**src/rtl/pc_redirect.sv**
```systemverilog
// Fetch PC register and redirect controller: resolves branch/JAL/JALR targets,
// defers redirects under stall, flushes wrong-path fetch, traps misaligned targets.
module pc_redirect #(
   parameter logic [31:0] ResetVector = 32'h0000_2000,
   parameter logic [31:0] TrapVector  = 32'h0000_0100,
   parameter int          FlushCycles = 2,
   parameter int          CountWidth  = 16
) (
   input  logic                  i_clock,
   input  logic                  i_reset_n,
   input  logic                  i_stall,
   input  logic                  i_ex_valid,
   input  logic                  i_ex_is_branch,
   input  logic                  i_ex_is_jal,
   input  logic                  i_ex_is_jalr,
   input  logic                  i_diverge,
   input  logic [31:0]           i_ex_pc,
   input  logic [31:0]           i_ex_imm,
   input  logic [31:0]           i_ex_rs1,
   output logic [31:0]           o_pc,
   output logic                  o_flush,
   output logic                  o_trap,
   output logic [31:0]           o_trap_pc,
   output logic [CountWidth-1:0] o_redirect_count
);

   typedef enum logic [1:0] {
      S_RUN     = 2'd0,
      S_PENDING = 2'd1,
      S_FLUSH   = 2'd2
   } state_t;

   localparam logic [2:0] LP_FLUSH_LOAD = 3'(FlushCycles);

   state_t                r_state;
   state_t                w_state_next;
   logic [31:0]           r_pc;
   logic [31:0]           r_pend_pc;
   logic [31:0]           r_pend_ex_pc;
   logic                  r_pend_trap;
   logic [2:0]            r_flush_cnt;
   logic                  r_trap;
   logic [31:0]           r_trap_pc;
   logic [CountWidth-1:0] r_count;

   logic                  w_req;
   logic [31:0]           w_target;
   logic                  w_misaligned;
   logic [31:0]           w_dest;
   logic                  w_accept;
   logic                  w_latch;
   logic [31:0]           w_acc_pc;
   logic [31:0]           w_acc_ex_pc;
   logic                  w_acc_trap;

   // JALR outranks JAL/branch when upstream illegally raises several indicators
   always_comb begin
      w_req = i_ex_valid & ((i_ex_is_branch & i_diverge) | i_ex_is_jal | i_ex_is_jalr);
      if (i_ex_is_jalr) begin
         w_target = (i_ex_rs1 + i_ex_imm) & ~32'h1;
      end else begin
         w_target = i_ex_pc + i_ex_imm;
      end
      w_misaligned = |w_target[1:0];
      w_dest       = w_misaligned ? TrapVector : w_target;
   end

   always_ff @(posedge i_clock or negedge i_reset_n) begin
      if (!i_reset_n) begin
         r_state <= S_RUN;
      end else begin
         r_state <= w_state_next;
      end
   end

   always_comb begin
      w_state_next = r_state;
      case (r_state)
         S_RUN: begin
            if (w_req) begin
               w_state_next = i_stall ? S_PENDING : S_FLUSH;
            end
         end
         S_PENDING: begin
            if (!i_stall) begin
               w_state_next = S_FLUSH;
            end
         end
         S_FLUSH: begin
            if (!i_stall && r_flush_cnt == 3'd1) begin
               w_state_next = S_RUN;
            end
         end
         default: w_state_next = S_RUN;
      endcase
   end

   // A deferred redirect replays the values captured when it first arrived
   always_comb begin
      w_accept    = ((r_state == S_RUN) & w_req & ~i_stall) | ((r_state == S_PENDING) & ~i_stall);
      w_latch     = (r_state == S_RUN) & w_req & i_stall;
      w_acc_pc    = (r_state == S_PENDING) ? r_pend_pc    : w_dest;
      w_acc_ex_pc = (r_state == S_PENDING) ? r_pend_ex_pc : i_ex_pc;
      w_acc_trap  = (r_state == S_PENDING) ? r_pend_trap  : w_misaligned;
      o_flush     = (r_state == S_FLUSH);
   end

   always_ff @(posedge i_clock or negedge i_reset_n) begin
      if (!i_reset_n) begin
         r_pc         <= ResetVector;
         r_pend_pc    <= 32'h0;
         r_pend_ex_pc <= 32'h0;
         r_pend_trap  <= 1'b0;
         r_flush_cnt  <= 3'd0;
         r_trap       <= 1'b0;
         r_trap_pc    <= 32'h0;
         r_count      <= '0;
      end else begin
         r_trap <= w_accept & w_acc_trap;
         if (w_accept) begin
            r_pc        <= w_acc_pc;
            r_flush_cnt <= LP_FLUSH_LOAD;
            if (w_acc_trap) begin
               r_trap_pc <= w_acc_ex_pc;
            end
            if (r_count != {CountWidth{1'b1}}) begin
               r_count <= r_count + 1'b1;
            end
         end else if (!i_stall) begin
            r_pc <= r_pc + 32'd4;
            if (r_state == S_FLUSH) begin
               r_flush_cnt <= r_flush_cnt - 3'd1;
            end
         end
         if (w_latch) begin
            r_pend_pc    <= w_dest;
            r_pend_ex_pc <= i_ex_pc;
            r_pend_trap  <= w_misaligned;
         end
      end
   end

   assign o_pc             = r_pc;
   assign o_trap           = r_trap;
   assign o_trap_pc        = r_trap_pc;
   assign o_redirect_count = r_count;

endmodule

```
**config.mk**
```make
export PLATFORM = sky130hd
export DESIGN_NAME = pc_redirect
export DESIGN_NICKNAME = d
export VERILOG_FILES = /design/src/rtl/pc_redirect.sv
export SDC_FILE = /design/constraint.sdc
export NUM_CORES = 1
export LEC_CHECK = 0
export CAP_MARGIN = 20
export CORE_ASPECT_RATIO = 1.4
export CORE_MARGIN = 2
export CORE_UTILIZATION = 45
export DETAILED_ROUTE_END_ITERATION = 10
export MAX_ROUTING_LAYER = met4
export PLACE_DENSITY = 0.69
export SETUP_SLACK_MARGIN = 0.5
export SLEW_MARGIN = 20
export SYNTH_ARGS = -nofsm -noshare
export SYNTH_HDL_FRONTEND = slang
export SYNTH_SLANG_ARGS = --single-unit
```
**constraint.sdc**
```tcl
create_clock -name i_clock -period 2.3 [get_ports i_clock]
set_input_delay 0.46 -clock i_clock [delete_from_list [all_inputs] [get_ports i_clock]]
set_output_delay 0.46 -clock i_clock [all_outputs]
set_load 0.01 [all_outputs]
```
==> results.tsv, run 1 <==
stage	metric	value	unit
drt	DRT Pass-1 Iters	6	
timing	Clock Skews	0.0105	ns
clocking	Reg clk slew, reported paths	0.07	ns
worst_setup_path	Worst Path Required	2.62	ns
layout	Layout area overhead	74.3	%
placed_design	Port Buffers	185	
clocking	H-tree levels	4	
power	Clk pwr share	18.3	%
min_path	Hold Path Stages	3	
floorplan	Die Span Y	186	µm
clocking	Worst-Skew Late Latency	0.45	ns
clocking	Num CTS Buffers	17	
run_status	status	complete, but fails checks	
clocking	root buffer cell	clkbuf_16	
grt	largest net degree at the start of global routing	59	
timing	Setup WS post-layout	-0.201	ns
timing	max-slew violations	0	
synthesis	YS warnings	0	
worst_setup_path	critical setup path kind	input port to flop	
synthesis	Avg Cell Area, Syn	7.91	µm²
timing	fmax	0.400	GHz
synthesis	Post-synth ARST share	100	%
placed_design	Routability Congestion	0.997	
synthesis	dominant cell type by area after synthesis	dfrtp_1	
grt	first-pass GRT wire length	64.9	mm
synthesis	syn nets	1520	
synthesis	count leader, synth	nand2_1	
timing	Final min period	2.50	ns
drt	Final ANT Viol Nets	0	
layout	share of layout cells above drive strength 1	40.5	%
timing	unrepaired setup endpoints after global routing	yes	
clocking	CTS tree	done	
timing	setup tns final	-2.62	ns
timing	Rel. slew slack	59.6	%
flow_run	Max Cap Violations	0	
timing	Worst-Margin Slew	0.606	ns
power	NetSw	5.84	mW
clocking	Max Root-Sink Buffers	2	
layout	final std cells w/o fill	2193	
layout	fillcell total	1528	
placed_design	Post-Place Cells	2078	
worst_setup_path	crit path launch type	input port	
synthesis	Post-synth EDFFs	0	
synthesis	Seq/Total Area, Yosys	35.4	%
synthesis	Synth Instances	1349	
drt	Avg WL per Cell	20.1	µm
synthesis	commonest cells in the synthesized netlist	nand2_1, dfrtp_1, nor2_1, a21oi_1, o21ai_0	
placed_design	DP Worst Slack	-1.14	ns
floorplan	number of core rows	66	
synthesis	Post-Syn Area	10700	µm²
layout	Antenna Cells	0	
worst_setup_path	CP endpoint kind	flop	
floorplan	Chip Width	134	µm
run_status	failing checks	negative setup slack	
synthesis	Yosys cell types	76	
grt	vias in the first global route	12500	
placed_design	detailed placement HPWL	30.4	mm
layout	Post-layout nets	2045	
power	worst IR drop on VDD	0.603	mV
worst_setup_path	CP max FO	4	
power	sw frac	39.6	%
floorplan	Ports	186	
synthesis	synth top area cells	dfrtp_1, nand2_1, ha_1	
drt	via count	12700	
timing	Fin. Hold Viols	0	
drt	WL final	44.1	mm
drt	Iteration-0 DRC Markers	811	
floorplan	Starting Density	45.8	%
grt	GRT Total Usage	34.3	%
power	power per cell area	792	nW/µm²
power	Flop pwr share	31.7	%
floorplan	DIE AREA	25000	µm²
drt	post-DR vias/cell	5.80	
timing	Setup violations, final	34	
clocking	CTS sink count	151	
synthesis	top-area cell type share of the netlist area	35.2	%
drt	drc violations	0	
grt	initial antenna violation count	0	
min_path	Hold Crit Class	input port to flop	
synthesis	ys flop type	dfrtp_1	
worst_setup_path	r2r worst-path depth	10	
grt	GRT overflow	0	
power	P_int	8.89	mW
power	Leak	8.79	nW
floorplan	Core ar.	23300	µm²
power	power after layout	14.7	mW
timing	period utilization	109	%
synthesis	FF+latch count, synth	151	
worst_setup_path	Arrival @ worst endpoint	2.82	ns
power	Logic pwr share	49.9	%
layout by cell type (no fill, tap or decap), types with 41 or more instances in the layout:
cell | netlist | layout
ha_4 | 0 | 45
dlymetal6s2s_1 | 0 | 50
a21oi_1 | 104 | 59
a31oi_1 | 46 | 41
dfrtp_1 | 150 | 142
nand2_1 | 311 | 288
nor2_1 | 116 | 98
buf_6 | 0 | 58
buf_4 | 2 | 318
dlygate4sd2_1 | 0 | 59
power groups by stage:
stage / Clock, mW / Sequential [mW] / Combinational (mW)
6_report: 2.70 / 4.68 / 7.35
2_1_floorplan: 0 / 4.81 / 2.92
3_3_place_gp: 0 / 4.62 / 6.27
3_5_place_dp: 0 / 4.66 / 6.38
4_1_cts: 2.72 / 4.63 / 6.90
5_1_grt: 2.83 / 4.81 / 7.93
kinds of logic after synthesis:
kind of cell    Yosys count  share of synthesized area (%)
fa+ha+maj                67                           8.00
buf+inv                  89                           3.25
compound gates          385                           23.1
simple gates            582                           24.0
flops                   151                           35.4
mux                       7                          0.669
xor+xnor                 68                           5.58
what timing repair did:
item                                    CTS  global route
pin swaps                               179           121
hold endpoints to repair                 31             0
gates resized for setup                 506           185
gates cloned                              5             1
setup buffers                            38            38
endpoints found under the setup margin  219           200
hold buffers                              1             0
layout make-up:
cell class              instances  area [µm²]  share of cell area [%]
repair buffers                572        5170                    27.8
well taps                     306         383                    2.06
clock inverters                14         130                   0.700
clock buffers                  18         439                    2.36
inverters                      23        88.8                   0.478
multi-input cells            1109        8590                    46.2
flip-flops and latches        151        3790                    20.4
per-layer routing:
metal	wire [µm]	share of wire (%)	vias to the layer above	GRT usage, %
met1	16500	37	6188	38.2
met5	0	0	-	-
met3	2040	4.6	176	3.93
met2	22400	51	500	59.0
met4	3110	7.1	0	21.2
li1	-	-	5855	-
worst paths after layout:
| kind | end | start | slack [ns] |
|---|---|---|---|
| setup / recovery | o_pc[18] | i_ex_imm[0] | -0.20 |
| hold / removal | r_pend_ex_pc[0] | i_ex_pc[0] | 0.24 |
| setup reg to reg | o_pc[23] | o_pc[2] | -0.05 |
| hold reg to reg | r_pend_ex_pc[16] | r_pend_ex_pc[16] | 0.48 |
| max in group asynchronous | r_state[1] | i_reset_n | 1.16 |
| min in group asynchronous | o_redirect_count[7] | i_reset_n | 0.46 |
state kept, by name (all words and copies together), names as in the netlist:
signal / count
o_redirect_count: 16
o_trap: 1
r_pend_trap: 1
o_trap_pc: 32
r_flush_cnt: 3
o_pc: 32
r_pend_pc: 32
r_state: 2
r_pend_ex_pc: 32
worst max-delay path, stage by stage:
cell      delay [ns]
buf_8           0.09
nand2_4         0.05
fa_2            0.41
nor2b_4         0.15
o21bai_4        0.08
a21oi_4         0.29
buf_4           0.17
buf_6           0.10
buf_6           0.09
a41oi_4         0.10
nand3_1         0.11
a21oi_1         0.09
xnor2_1         0.16
a22oi_1         0.23
buf_4           0.18
o21ai_1         0.05
stage by stage:
| stage | instance area [µm²] | utilization, % | hold WS [ns] |
|---|---|---|---|
| 3_5_place_dp | 15500 | 66.7 | 0.379 |
| 4_1_cts | 17500 | 75.2 | 0.223 |
| 2_1_floorplan | 11300 | - | 0.164 |
| 6_report | 18600 | 79.8 | 0.235 |
| 5_1_grt | 18600 | 79.8 | 0.255 |
| 3_3_place_gp | 15500 | 66.7 | 0.377 |
Note: power is estimated with default switching activity, not from simulation.
==> run 2, diff against run 1 <==
SKIP_CTS_REPAIR_TIMING = 1   (was unset)
==> run 2 against run 1 <==
The flow still finishes with violations (negative setup slack). Hold slack gained 0.017 ns. Fmax shrank 0.52%. Cell area shrank 4.0%. First-iteration DRC count grew 2.3%. Sequential power is essentially flat. Worst setup slack lost 0.013 ns.
==> results.tsv, run 2 (synthesized netlist as in run 1, its figures left out) <==
stage	metric	value	unit	change
timing	unrepaired setup endpoints after global routing	yes		
clocking	Worst-Skew Late Latency	0.44	ns	about the same
worst_setup_path	CP max FO	4		unchanged
worst_setup_path	worst path bufs/invs	2		-3
clocking	root buffer cell	clkbuf_16		
floorplan	Die Span Y	186	µm	unchanged
timing	Final min period	2.51	ns	+0.0131 ns
floorplan	number of core rows	66		unchanged
layout	commonest non-fill, non-tap cell in the layout	buf_4		
placed_design	detailed placement HPWL	30.4	mm	unchanged
worst_setup_path	crit-path cells	buf_8 > inv_4 > fa_2 > nor2b_4 > o21bai_4 > a21oi_4 > a211oi_4 > o41a_1 > o211ai_1 > xor2_1 > mux2i_1 > a211oi_1		
power	Leak	8.27	nW	-6.0%
timing	Fin. Hold Viols	0		unchanged
layout	area of the multi-input gates	8280	µm²	-3.6%
timing	Worst-Margin Slew	0.592	ns	-0.0136 ns
floorplan	Starting Density	45.8	%	unchanged
placed_design	dpl cell area	15500	µm²	unchanged
drt	via count	12200		-3.9%
clocking	CTS tree	done		
grt	GRT Total Usage	31.4	%	-2.8 points
placed_design	Port Buffers	185		unchanged
drt	Avg WL per Cell	19.5	µm	-3.1%
power	NetSw	5.64	mW	-3.3%
power	P_int	8.88	mW	-0.14%
layout	Antenna Cells	0		unchanged
power	Logic pwr share	49.4	%	-0.5 points
timing	Clock Skews	0.00884	ns	-0.00162 ns
run_status	status	complete, but fails checks		
clocking	Reg clk slew, reported paths	0.07	ns	about the same
layout	final instance area	17900	µm²	-4.0%
clocking	CTS sink count	151		unchanged
timing	max-slew violations	0		unchanged
worst_setup_path	CP endpoint kind	flop		
grt	GRT overflow	0		unchanged
timing	Rel. slew slack	60.5	%	+0.86 points
power	sw frac	38.9	%	-0.76 points
power	worst IR drop on VDD	0.601	mV	-0.35%
drt	DRT Pass-1 Iters	6		unchanged
clocking	Max Root-Sink Buffers	2		unchanged
run_status	failing checks	negative setup slack		
floorplan	Ports	186		unchanged
min_path	Hold Crit Class	input port to flop		
placed_design	Routability Congestion	0.997		unchanged
worst_setup_path	Crit path max-delay family	compound AO/OA/AOI/OAI gates		
drt	drc violations	0		unchanged
flow_run	Max Cap Violations	0		unchanged
power	Flop pwr share	32.1	%	+0.4 points
floorplan	Chip Width	134	µm	unchanged
grt	largest net degree at the start of global routing	66		+12%
power	power per cell area	813	nW/µm²	+2.7%
timing	hold slack final	0.252	ns	+0.0168 ns
layout	Layout area overhead	67.4	%	
layout	Post-layout nets	1999		-2.2%
drt	Iteration-0 DRC Markers	830		+2.3%
worst_setup_path	Arrival @ worst endpoint	2.85	ns	+0.03 ns
clocking	Num CTS Buffers	17		unchanged
placed_design	DP Worst Slack	-1.14	ns	unchanged
worst_setup_path	Worst Path Required	2.64	ns	+0.02 ns
drt	Final ANT Viol Nets	0		unchanged
drt	post-DR vias/cell	5.70		-1.8%
layout	share of layout cells above drive strength 1	36.6	%	-4.0 points
timing	Setup WS post-layout	-0.214	ns	-0.0131 ns
grt	first-pass GRT wire length	59.4	mm	-8.5%
floorplan	Core ar.	23300	µm²	unchanged
timing	fmax	0.398	GHz	-0.52%
worst_setup_path	crit path launch type	input port		
floorplan	DIE AREA	25000	µm²	unchanged
power	Clk pwr share	18.5	%	+0.2 points
clocking	H-tree levels	4		unchanged
layout	Register Area	3780	µm²	-0.16%
worst_setup_path	slowest CP cell	o41a_1		
timing	period utilization	109	%	+0.57 points
timing	Setup violations, final	17		-50%
layout	most frequent cells in the layout	buf_4, nand2_1, dfrtp_1		
grt	vias in the first global route	11500		-7.9%
drt	WL final	41.8	mm	-5.1%
worst_setup_path	critical setup path kind	input port to flop		
worst_setup_path	CP max stage delay	0.48	ns	+0.07 ns
layout	fillcell total	1684		+10%
grt	initial antenna violation count	0		unchanged
run 2: cell types whose count changed in the layout (fill, tap and decap cells not counted), sizes merged:
cell           previous run  this run
clkdlybuf4s15            11         0
buf                     426       355
clkdlybuf4s50            22        97
dlymetal6s2s             50        52
dlygate4sd2              59         0
clkbuf                   21        39
run 2: per-layer routing:
metal | global-route usage [%] | part of all wire, % | vias up
met3 | 3.74 | 4.4 | 102
li1 | - | - | 5771
met4 | 16.7 | 5.4 | 0
met5 | - | 0 | -
met2 | 54.2 | 52 | 431
met1 | 36.0 | 39 | 5925
run 2: worst register-to-register path: cells and delay by family (launching register included):
kind / cells / cell delay, ns
AO/OA/AOI/OAI: 2 / 0.22
buffers and inverters: 2 / 0.33
flip-flops: 1 / 0.53
AND/OR/NAND/NOR: 7 / 1.12
run 2: power by group through the flow:
stage | clock network [mW] | registers (mW) | logic, mW
2_1_floorplan | 0 | 4.81 | 2.92
3_3_place_gp | 0 | 4.62 | 6.27
3_5_place_dp | 0 | 4.66 | 6.38
4_1_cts | 2.72 | 4.62 | 6.42
5_1_grt | 2.83 | 4.79 | 7.76
6_report | 2.69 | 4.66 | 7.17
run 2: worst paths after layout:
kind	start	slack (ns)	cells after the start	to
setup reg to reg	o_pc[13]	-0.01	11	o_pc[30]
hold / removal	i_ex_pc[0]	0.25	3	r_pend_ex_pc[0]
max in group asynchronous	i_reset_n	1.15	3	r_state[1]
min in group asynchronous	i_reset_n	0.47	2	o_redirect_count[7]
hold reg to reg	r_pend_pc[30]	0.47	2	r_pend_pc[30]
setup / recovery	i_ex_rs1[1]	-0.21	12	o_pc[28]
run 2: metrics by stage:
step           power (mW)  setup TNS (ns)  utilization, %  instances
6_report             14.5           -1.14            76.7       2147
5_1_grt              15.4           -3.38            76.7       2147
4_1_cts              13.8          -36.01            69.2       2110
3_5_place_dp         11.0          -88.68            66.7       2078
3_3_place_gp         10.9          -87.50            66.7       2078
2_1_floorplan        7.73           -4.03               -       1349
run 2: area by class of cell:
type                       instances  share of cell area, %
tap                              306                   2.14
clock buffer                      18                   2.46
multi-input combinational       1109                   46.4
inverter                          23                  0.512
clock inverter                    14                  0.729
sequential                       151                   21.2
timing repair buffer             526                   26.6
==> run 3, diff against run 2 <==
RECOVER_POWER = 25   (was unset)
==> run 3 against run 2 <==
The flow still finishes with violations (negative setup slack). Combinational power about the same. Critical path type unchanged. Sequential power about the same. Critical path depth unchanged. Count of clock-buffer cells in the layout is the same. Die area did not move. Register-to-register slack about the same. Sequential share of layout area hardly changed. Core utilization down 0.13 points. Via count fell by 0.20%. First-iteration DRC count down 14%. Cell area down 0.18%.
==> results.tsv, run 3 (synthesized netlist as in run 1, its figures left out) <==
stage	metric	value	unit	change
grt	busiest layer in global routing	met2		
clocking	Num CTS Buffers	17		unchanged
floorplan	Core ar.	23300	µm²	unchanged
layout	Antenna Cells	0		unchanged
run_status	status	complete, but fails checks		
layout	Post-layout nets	1999		unchanged
grt	vias in the first global route	11500		unchanged
floorplan	Chip Width	134	µm	unchanged
worst_setup_path	crit path launch type	input port		
timing	Worst-Margin Slew	0.844	ns	+0.252 ns
min_path	Hold EP	r_pend_ex_pc[0]		
floorplan	Starting Density	45.8	%	unchanged
clocking	CTS tree	done		
timing	Setup violations, final	17		unchanged
drt	WL final	41.8	mm	about the same
drt	Final ANT Viol Nets	0		unchanged
placed_design	Port Buffers	185		unchanged
layout	final std cells w/o fill	2147		unchanged
min_path	Hold Crit Class	input port to flop		
worst_setup_path	R2R Path Start	o_pc[13]		
clocking	CTS sink count	151		unchanged
grt	initial antenna violation count	0		unchanged
worst_setup_path	Worst Path Required	2.64	ns	about the same
drt	drc violations	0		unchanged
drt	Iteration-0 DRC Markers	716		-14%
clocking	H-tree levels	4		unchanged
timing	Clock Skews	0.00888	ns	+0.0000360 ns
min_path	HP Start	i_ex_pc[0]		
worst_setup_path	r2r worst-path depth	11		unchanged
timing	unrepaired setup endpoints after global routing	yes		
worst_setup_path	critical setup path kind	input port to flop		
grt	GRT overflow	0		unchanged
drt	DRT Pass-1 Iters	6		unchanged
worst_setup_path	CP max FO	4		unchanged
placed_design	detailed placement HPWL	30.4	mm	unchanged
clocking	root buffer cell	clkbuf_16		
power	power per cell area	815	nW/µm²	+0.15%
floorplan	Ports	186		unchanged
timing	period utilization	111	%	+1.2 points
drt	post-DR vias/cell	5.68		-0.20%
timing	fmax	0.393	GHz	-1.1%
layout	share of layout cells above drive strength 1	36.6	%	unchanged
grt	M1 GR Usage	36.0	%	unchanged
floorplan	Die Span Y	186	µm	unchanged
min_path	Hold Path Stages	3		unchanged
timing	Fin. Hold Viols	0		unchanged
timing	Setup WS post-layout	-0.242	ns	-0.0275 ns
timing	max-slew violations	0		unchanged
clocking	Worst-Skew Late Latency	0.44	ns	about the same
worst_setup_path	reg2reg setup slack	0	ns	about the same
layout	Layout area overhead	67.1	%	
grt	first-pass GRT wire length	59.4	mm	unchanged
layout	commonest non-fill, non-tap cell in the layout	buf_4		
run_status	failing checks	negative setup slack		
timing	Rel. slew slack	43.7	%	-17 points
placed_design	Routability Congestion	0.997		unchanged
drt	Avg WL per Cell	19.5	µm	about the same
clocking	Reg clk slew, reported paths	0.07	ns	about the same
power	Leak	8.25	nW	-0.14%
floorplan	DIE AREA	25000	µm²	unchanged
layout	most frequent cells in the layout	buf_4, nand2_1, dfrtp_1		
power	worst IR drop on VDD	0.603	mV	+0.24%
placed_design	Post-Place Cells	2078		unchanged
grt	GRT Total Usage	31.4	%	unchanged
worst_setup_path	CP endpoint kind	flop		
drt	via count	12200		-0.20%
grt	largest net degree at the start of global routing	66		unchanged
clocking	Max Root-Sink Buffers	2		unchanged
flow_run	Max Cap Violations	0		unchanged
worst_setup_path	Arrival @ worst endpoint	2.88	ns	+0.03 ns
grt	met2 usage	54.2	%	unchanged
floorplan	number of core rows	66		unchanged
timing	Final min period	2.54	ns	+0.0275 ns
grt	met3 usage	3.74	%	unchanged
worst_setup_path	reg-to-reg endpoint	o_pc[30]		
timing	setup tns final	-1.14	ns	+0.00701 ns
run 3: worst max path at each step:
| stage | start | to | slack (ns) | cells past startpoint |
|---|---|---|---|---|
| 3_3_place_gp | i_ex_pc[0] | o_pc[6] | -1.14 | 14 |
| 2_1_floorplan | i_ex_pc[0] | r_pend_pc[20] | -0.38 | 12 |
| 3_5_place_dp | i_ex_pc[0] | o_pc[6] | -1.14 | 14 |
| 4_1_cts | i_ex_pc[0] | o_pc[6] | -0.69 | 14 |
| 6_report | i_ex_rs1[1] | o_pc[28] | -0.24 | 12 |
| 5_1_grt | i_ex_rs1[1] | o_pc[28] | -0.34 | 12 |
run 3: cell type report:
type | count | area [µm²]
fill | 1690 | 5470
multi-input combinational | 1109 | 8280
sequential | 151 | 3780
inverter | 23 | 91.3
clock inverter | 14 | 130
clock buffer | 18 | 439
tap | 306 | 383
timing repair buffer | 526 | 4710
run 3: metal layers:
metal	vias up	part of all wire, %
met4	0	5.4
li1	5763	-
met2	472	52
met5	-	0
met3	111	4.8
met1	5858	38
run 3: power by group:
part / total, mW / switching [mW] / leakage (nW) / internal (mW)
Clock: 2.69 / 1.24 / 0.279 / 1.45
Sequential: 4.66 / 0.860 / 1.87 / 3.80
Combinational: 7.16 / 3.55 / 6.11 / 3.61
run 3: metrics by stage:
step	total power [mW]	util, %	hold WS [ns]	worst slack (ns)	instance area (µm²)
floorplan	7.73	-	0.164	-0.375	11300
global route	15.4	76.5	0.264	-0.337	17800
finish	14.5	76.5	0.259	-0.242	17800
detailed placement	11.0	66.7	0.379	-1.14	15500
CTS	13.8	69.2	-0.0955	-0.691	16100
global placement	10.9	66.7	0.377	-1.14	15500
run 3: critical path, cell delays in order:
cell	delay, ns
buf_8	0.09
inv_4	0.03
fa_2	0.41
nor2b_4	0.16
o21bai_4	0.09
a21oi_4	0.25
a211oi_4	0.10
o41a_1	0.48
o211ai_1	0.23
xor2_1	0.17
mux2i_1	0.12
a211oi_1	0.28
